**config.mk**
```make
export PLATFORM = sky130hd
export DESIGN_NAME = hbridge_pwm_apb
export DESIGN_NICKNAME = d
export VERILOG_FILES = /design/src/rtl/hbridge_pwm_apb.sv
export SDC_FILE = /design/constraint.sdc
export NUM_CORES = 1
export LEC_CHECK = 0
export ABC_AREA = 1
export BUFFER_PORTS_ARGS = -buffer_cell sky130_fd_sc_hd__buf_4
export CAP_MARGIN = 10
export CORE_MARGIN = 2
export CORE_UTILIZATION = 59
export DETAILED_ROUTE_END_ITERATION = 8
export GPL_TIMING_DRIVEN = 0
export PLACE_DENSITY = 0.81
export SYNTH_ARGS = -nofsm -noshare
export SYNTH_HDL_FRONTEND = slang
export SYNTH_SLANG_ARGS = --single-unit
```
**constraint.sdc**
```tcl
create_clock -name PCLK -period 3.8 [get_ports PCLK]
set_input_delay 0.57 -clock PCLK [delete_from_list [all_inputs] [get_ports PCLK]]
set_output_delay 0.57 -clock PCLK [all_outputs]
set_load 0.005 [all_outputs]
```
**src/rtl/hbridge_pwm_apb.sv**
```systemverilog
// APB3 slave driving NUM_CH dead-time-protected H-bridge PWM channels from one shared counter.
// Optional capture/interrupt block is built only when HBRIDGE_CAPTURE_EN is defined.
module hbridge_pwm_apb #(
    parameter int NUM_CH      = 2,
    parameter int PWM_WIDTH   = 16,
    parameter int DEAD_CYCLES = 8
) (
    input  logic                  PCLK,
    input  logic                  PRESET,
    input  logic                  PSEL,
    input  logic                  PENABLE,
    input  logic                  PWRITE,
    input  logic [7:0]            PADDR,
    input  logic [31:0]           PWDATA,
    output logic [31:0]           PRDATA,
    output logic                  PREADY,
    output logic                  PSLVERR,
    input  logic                  CAPTURE_SWITCH,
    output logic                  FABINT,
    output logic [NUM_CH-1:0]     PWM,
    output logic [2*NUM_CH-1:0]   H_IN
);

    localparam logic [8:0] ADDR_END = 9'(16 + 8 * NUM_CH);

    logic                 gen, int_en;
    logic [PWM_WIDTH-1:0] per_s, per_a, cnt;
    logic [PWM_WIDTH-1:0] duty_s [NUM_CH];
    logic [PWM_WIDTH-1:0] duty_a [NUM_CH];
    logic [NUM_CH-1:0]    ch_en, ch_dir, ch_brk;
    logic [7:0]           dead [NUM_CH];

    logic                 wr_en, addr_ok, wrap;
    logic [NUM_CH-1:0]    duty_hit, ctl_hit, dir_chg, pwm_n;
    logic [2*NUM_CH-1:0]  legs_n;
    logic                 pend;
    logic [31:0]          cap;
    logic                 unused_sink;

    assign wr_en   = PSEL & PENABLE & PWRITE;
    assign addr_ok = (PADDR[1:0] == 2'b00) && ({1'b0, PADDR} < ADDR_END);
    assign PREADY  = 1'b1;
    assign PSLVERR = PSEL & PENABLE & ~addr_ok;
    assign wrap    = (cnt == per_a);

    always_comb begin
        duty_hit = '0;
        ctl_hit  = '0;
        dir_chg  = '0;
        for (int c = 0; c < NUM_CH; c++) begin
            duty_hit[c] = (PADDR == 8'(16 + 8 * c));
            ctl_hit[c]  = (PADDR == 8'(20 + 8 * c));
            // A reversal only needs dead time if the channel stays enabled across it.
            dir_chg[c]  = wr_en & ctl_hit[c] & ch_en[c] & PWDATA[0] & (PWDATA[1] != ch_dir[c]);
        end
    end

    always_comb begin
        PRDATA = '0;
        if (PSEL && PENABLE && !PWRITE && addr_ok) begin
            if (PADDR == 8'h00) PRDATA[1:0] = {int_en, gen};
            if (PADDR == 8'h04) PRDATA[PWM_WIDTH-1:0] = per_s;
            if (PADDR == 8'h08) PRDATA[0] = pend;
            if (PADDR == 8'h0C) PRDATA = cap;
            for (int c = 0; c < NUM_CH; c++) begin
                if (duty_hit[c]) PRDATA[PWM_WIDTH-1:0] = duty_s[c];
                if (ctl_hit[c])  PRDATA[2:0] = {ch_brk[c], ch_dir[c], ch_en[c]};
            end
        end
    end

    always_ff @(posedge PCLK) begin
        if (PRESET) begin
            gen    <= 1'b0;
            int_en <= 1'b0;
            per_s  <= '0;
            ch_en  <= '0;
            ch_dir <= '0;
            ch_brk <= '0;
            for (int c = 0; c < NUM_CH; c++) duty_s[c] <= '0;
        end else begin
            if (wr_en && PADDR == 8'h00) {int_en, gen} <= PWDATA[1:0];
            if (wr_en && PADDR == 8'h04) per_s <= PWDATA[PWM_WIDTH-1:0];
            for (int c = 0; c < NUM_CH; c++) begin
                if (wr_en && duty_hit[c]) duty_s[c] <= PWDATA[PWM_WIDTH-1:0];
                if (wr_en && ctl_hit[c]) begin
                    ch_en[c]  <= PWDATA[0];
                    ch_dir[c] <= PWDATA[1];
                    ch_brk[c] <= PWDATA[2];
                end
            end
        end
    end

    // Shadows move to active at the wrap so a period is never emitted half-old, half-new.
    always_ff @(posedge PCLK) begin
        if (PRESET) begin
            cnt   <= '0;
            per_a <= '0;
            for (int c = 0; c < NUM_CH; c++) duty_a[c] <= '0;
        end else begin
            if (!gen || wrap) cnt <= '0;
            else              cnt <= cnt + 1'b1;
            if (!gen || wrap) begin
                per_a <= per_s;
                for (int c = 0; c < NUM_CH; c++) duty_a[c] <= duty_s[c];
            end
        end
    end

    always_ff @(posedge PCLK) begin
        if (PRESET) begin
            for (int c = 0; c < NUM_CH; c++) dead[c] <= '0;
        end else begin
            for (int c = 0; c < NUM_CH; c++) begin
                if (dir_chg[c])                  dead[c] <= 8'(DEAD_CYCLES);
                else if (ch_brk[c] || !ch_en[c]) dead[c] <= '0;
                else if (dead[c] != 8'd0)        dead[c] <= dead[c] - 1'b1;
            end
        end
    end

    always_comb begin
        pwm_n  = '0;
        legs_n = '0;
        for (int c = 0; c < NUM_CH; c++) begin
            pwm_n[c] = ch_en[c] & gen & (cnt < duty_a[c]);
            if (ch_en[c]) begin
                if (ch_brk[c])             legs_n[2*c +: 2] = 2'b11;
                else if (dead[c] == 8'd0)  legs_n[2*c +: 2] = ch_dir[c] ? {pwm_n[c], 1'b0}
                                                                        : {1'b0, pwm_n[c]};
            end
        end
    end

    always_ff @(posedge PCLK) begin
        if (PRESET) begin
            PWM  <= '0;
            H_IN <= '0;
        end else begin
            PWM  <= pwm_n;
            H_IN <= legs_n;
        end
    end

`ifdef HBRIDGE_CAPTURE_EN
    logic [2:0]  sync;
    logic [31:0] ts;
    logic        rise, w1c;

    assign rise   = sync[1] & ~sync[2];
    assign w1c    = wr_en && (PADDR == 8'h08) && PWDATA[0];
    assign FABINT = pend & int_en;

    always_ff @(posedge PCLK) begin
        if (PRESET) begin
            sync <= '0;
            ts   <= '0;
            cap  <= '0;
            pend <= 1'b0;
        end else begin
            sync <= {sync[1:0], CAPTURE_SWITCH};
            ts   <= ts + 1'b1;
            if (rise) cap <= ts;
            // A new edge in the same cycle as a clear must not be lost.
            if (rise)     pend <= 1'b1;
            else if (w1c) pend <= 1'b0;
        end
    end

    assign unused_sink = ^PWDATA;
`else
    assign pend        = 1'b0;
    assign cap         = '0;
    assign FABINT      = 1'b0;
    assign unused_sink = ^{PWDATA, CAPTURE_SWITCH, int_en};
`endif

endmodule

```
# After elaboration in Yosys (flattened, before gate mapping)
# Memories as Yosys holds them, arrays and structs flattened.
# Cells that the tools add are included.
# Widths: inputs -> output; s select.
# classes
n_eq_ne	10
order_cmp	3
bitwise	28
n_reduce_logical	26
muxes	60
n_addsub	3
# ops
op	n
$mux 16	9
$mux 8	6
$mux 1	36
$eq 8x5->1 const B	4
$lt 16x16->1	2
$logic_not 8->1	3
$add 16x1->16 const B	1
$eq 16x16->1	1
$eq 8x4->1 const B	2
$reduce_bool 8->1	2
$sub 8x1->8 const B	2
$and 1x1->1	15
$mux 2	7
$logic_and 1x1->1	10
$or 1x1->1	10
$eq 8x3->1 const B	1
$lt 8x6->1 const B	1
$mux 3	2
$reduce_or 2->1	3
$logic_not 1->1	4
$logic_or 1x1->1	3
$not 1->1	3
$logic_not 2->1	1
$ne 1x1->1	2
# totals
mem_bits_rw	80
output_inout_bits	41
input_bits	46
memories	3
reg_bits	62
word_cells	147
# memory_table
memory	words	word_bits	rd	rd_clocked_by_memory_dff	wr	line	source
duty_a	2	16	2	0	2	29	logic [PWM_WIDTH-1:0] duty_a [NUM_CH];
duty_s	2	16	2	0	2	28	logic [PWM_WIDTH-1:0] duty_s [NUM_CH];
dead	2	8	2	0	2	31	logic [7:0] dead [NUM_CH];

# Depth between registers and ports, before layout
# logic_depth
depth_word	12
mapped_depth	11
mapped_depth_nobuf	11

# Least setup slack after synthesis
# Ideal clock, no wire load.
# synth_timing
path_type	input port to flip-flop
start	input port PADDR[7]
end	memory duty_s[1][0] (netlist: duty_s[0][16]), enable pin
t_arrival_ns	2.567
path_stages	8
path_slack_ns	0.822
setup_time_ns	0.411
t_required_ns	3.389
n_path_buf	1
path_cell_list	nor2_2 > nand2_2 > nor2_4 > nand2_2 > nor2_1 > inv_2 > buf_2 > o21ai_0
# synth_lines
element	line	source
start: declaration	13	input logic [7:0] PADDR,
end: declaration	28	

# Worst setup path in the final report
# layout_timing
start	input port PADDR[1]
end	output port PRDATA[6]
# layout_between
elab_chain_len	6
word_cells_on_any_way	13
cone_classes	1 x order compare; 4 x eq/ne; 5 x mux; 3 x reduce/logical
# layout_rtl
element	line	source
$eq 8x3->1	62	if (PADDR == 8'h04) PRDATA[PWM_WIDTH-1:0] = per_s;
$mux 16	62	
$mux 16	64	if (PADDR == 8'h0C) PRDATA = cap;
$mux 16 (2 in series)	66	if (duty_hit[c]) PRDATA[PWM_WIDTH-1:0] = duty_s[c];
$mux 16 (*)	60	if (PSEL && PENABLE && !PWRITE && addr_ok) begin
end: declaration	15	output logic [31:0] PRDATA,
# Mark *: on every way between the ends. The rest lies on a longest branch, timed or not.

==> flow_summary.toml <==
[job]
maxCapViolCount = 0

[route]
via_per_inst = 5.30
dr.pass1.iters = 5
wl_per_cell_um = 14.8
wl_um = 16700
drt_first_iter_violations = 582
antenna_left = 0
drc = 0
vias = 5964

[timing]
slew_viol_final = 0
fin_worst_skew_ps = 8.56
clock.fmax_mhz = 338
worst-slew-pin-transition_ps = 877
rsz0062_at_grt = "no"
slew_headroom_pct = 41.5
finalSetupViolations = 0
period_needed_ps = 2960
hold_viol_final = 0
min_period_over_period_pct = 78.0

[global_routing]
grt_usage_pct = 26.7
grt_pass1_wl_um = 27200
grt_pass1_vias = 5556
overflow = 0
antenna_found_initial = 0
grt_max_degree = 42

[placement]
dp.cells = 1094
gp_congestion = 0.894
io_buffer_count = 50
dp_hpwl_um = 12000
placed_cell_area_um2 = 8050

[yosys]
yosys_warnings = 0
synthCells = 860
ys_ff_latch = 142
synthTopCellsByArea = "edfxtp_1 (32%), dfxtp_1 (17%), inv_1 (7.4%)"
ys_seq_area_share_pct = 49.2
synth.top_cell.area_share_pct = 32.5
yosys.cell_types.count = 37
syn_area_um2 = 7400
yosysTopAreaCell = "edfxtp_1"
synth_area_per_cell_um2 = 8.60

[layout]
layout-drive-gt1-share_pct = 18.1
multi_input_area_um2 = 2970
synthToLayoutAreaGrowth_pct = 18.3
layout.nets = 1025
seq_area_um2 = 3640
num_antenna_cells = 0
fillers = 903
fin_cells = 1126
finalInstanceArea_um2 = 8750

[critical_path]
worstSetupEndpointType = "output pin"
worstSetupStartpointType = "input pin"
cp_top_family = "simple AND/OR/NAND/NOR gates"
cpPeakStageDelay_ps = 470
crit_path_top_delay_cell = "nor3_2"
cp.required_ps = 3230
reg2reg_setup_slack_ps = 1410
path_common_cell = "buf_4"
timing.critical_path.buf_inv = 3
criticalPathCategory = "input pin to output pin"
cp.arrival_ps = 2390
crit_start = "PADDR[1]"
cp_cell_sequence = "buf_4, nor2_4, nand3_1, nor3_2, clkbuf_1, o21ai_0, a21oi_1, buf_4"
crit_path_max_fanout = 10
r2r-start = "cnt[12]$_SDFF_PP0_"

[floorplan]
die_h_um = 116
dieArea_um2 = 13500
io_pins = 87
design.core.area_um2 = 12100
start_util_pct = 61.1
num_rows = 40
die_w_um = 116

[clock_tree]
cts.path.max_buffers = 2
root_buffer = "clkbuf_16"
numCtsBuffers = 17
htree_levels = 4
cts_setup_buffers = 0
tritoncts = "yes"
clk_pin_slew_worst_paths_ps = 60
clk-insertion-delay-late_ps = 430
cts_hold_buf = 0
cts_repair_resize_count = 0
cts.sinks = 142

[pwr]
ir_drop_uv = 372
leakage_uw = 0.00389
power_per_cell_area_nw_per_um2 = 433

[run_status]
status = "finished clean"

[hold_path]
hp-start = "PRESET"
min-delay-path-class = "input pin to flop"
## cell usage in the layout, fill, tap and decap left out, types with 2 or more instances in the layout
| cell type | n |
|---|---|
| buf_6 | 5 |
| a21oi_1 | 59 |
| nand2_2 | 4 |
| nand3_2 | 2 |
| nor3_1 | 15 |
| xnor2_1 | 17 |
| nor3_2 | 2 |
| o211ai_1 | 2 |
| buf_4 | 71 |
| nor2_4 | 5 |
| a31oi_1 | 8 |
| nor2_2 | 32 |
| edfxtp_1 | 80 |
| xor2_1 | 11 |
| nand4_1 | 16 |
| clkinvlp_4 | 4 |
| clkbuf_1 | 5 |
| nand2_4 | 2 |
| ha_1 | 34 |
| nand2_1 | 116 |
| inv_2 | 4 |
| nor4_1 | 3 |
| nand3_1 | 33 |
| buf_2 | 10 |
| nor2_1 | 82 |
| o21ai_0 | 70 |
| o21ai_2 | 2 |
| clkbuf_16 | 17 |
| dfxtp_1 | 62 |
| bufinv_16 | 7 |
| inv_1 | 146 |
| or2_2 | 2 |
| clkinv_1 | 2 |
| conb_1 | 18 |
## through the flow
step	TNS [ps]	utilization [%]	setup slack, ps	hold slack, ps	power, uW
floorplan	0	-	822	452	1800
global placement	-1360	66.4	-58.4	467	1860
CTS	0	72.3	906	334	3800
finish	0	72.3	838	341	3790
global route	0	72.3	665	337	3890
detailed placement	0	66.5	918	473	1860
## synth_stat cells
| cell type | instances |
|---|---|
| a21boi_0 | 1 |
| a21oi_1 | 59 |
| a31oi_1 | 8 |
| buf_2 | 10 |
| buf_4 | 21 |
| buf_6 | 5 |
| clkbuf_1 | 5 |
| clkbuf_2 | 1 |
| clkinv_1 | 1 |
| conb_1 | 2 |
| dfxtp_1 | 62 |
| edfxtp_1 | 80 |
| ha_1 | 34 |
| inv_1 | 146 |
| inv_2 | 4 |
| nand2_1 | 116 |
| nand2_2 | 4 |
| nand2_4 | 2 |
| nand3_1 | 33 |
| nand3_2 | 2 |
| nand4_1 | 16 |
| nor2_1 | 82 |
| nor2_2 | 32 |
| nor2_4 | 5 |
| nor3_1 | 15 |
| nor3_2 | 2 |
| nor3b_1 | 1 |
| nor4_1 | 3 |
| o211ai_1 | 2 |
| o21ai_0 | 72 |
| o21ai_1 | 1 |
| o31ai_1 | 1 |
| o32ai_1 | 1 |
| or2_1 | 1 |
| or2_2 | 2 |
| xnor2_1 | 17 |
| xor2_1 | 11 |
## metal layers
layer	GRT usage, %	part of all wire [%]	vias up
li1	-	-	2934
met1	36.6	43	2707
met2	42.2	46	292
met3	5.75	8.5	31
met4	9.68	2.2	0
met5	0	0	-
## registers in the layout (all words and copies together) (netlist names), 4 cells and up
| name | flops |
|---|---|
| cnt | 16 |
| duty_s | 32 |
| H_IN | 4 |
| per_s | 16 |
| per_a | 16 |
| duty_a | 32 |
| dead | 16 |
## power by group
part / switching (uW) / total [uW] / leakage, uW / internal, uW
Sequential: 16.4 / 1670 / 0.00137 / 1650
Combinational: 98.5 / 164 / 0.00219 / 65.9
Clock: 640 / 1950 / 0.000326 / 1310
## cells by family after synthesis
family	Yosys count	share of synthesized area, %
xor gates and xnor gates	28	3.31
adders and majority gates	34	5.75
and+or+nand+nor	316	19.9
AOI/OAI and AO/OA	145	10.1
buffers and inverters	193	11.6
other	2	0.102
DFF	142	49.2
## worst paths after layout
| path | depth (start not counted) | to |
|---|---|---|
| worst min register to register | 2 | per_a[1]$_SDFFE_PP0P_ |
| worst max register to register | 7 | duty_a[0][26]$_SDFFCE_PN0P_ |
| worst max-delay path | 8 | PRDATA[6] |
| worst min-delay path | 2 | PWM[1]$_SDFF_PP0_ |
## layout make-up
cell class                      count  share of cell area, %
Buffer                             42                   3.29
Sequential cell                   142                   41.6
Timing Repair Buffer               50                   4.29
Clock inverter                     14                   2.99
Tap cell                          168                   2.40
Inverter                          151                   6.48
Clock buffer                       18                   5.02
Multi-Input combinational cell    541                   33.9
(Power assumes the default switching activity.)
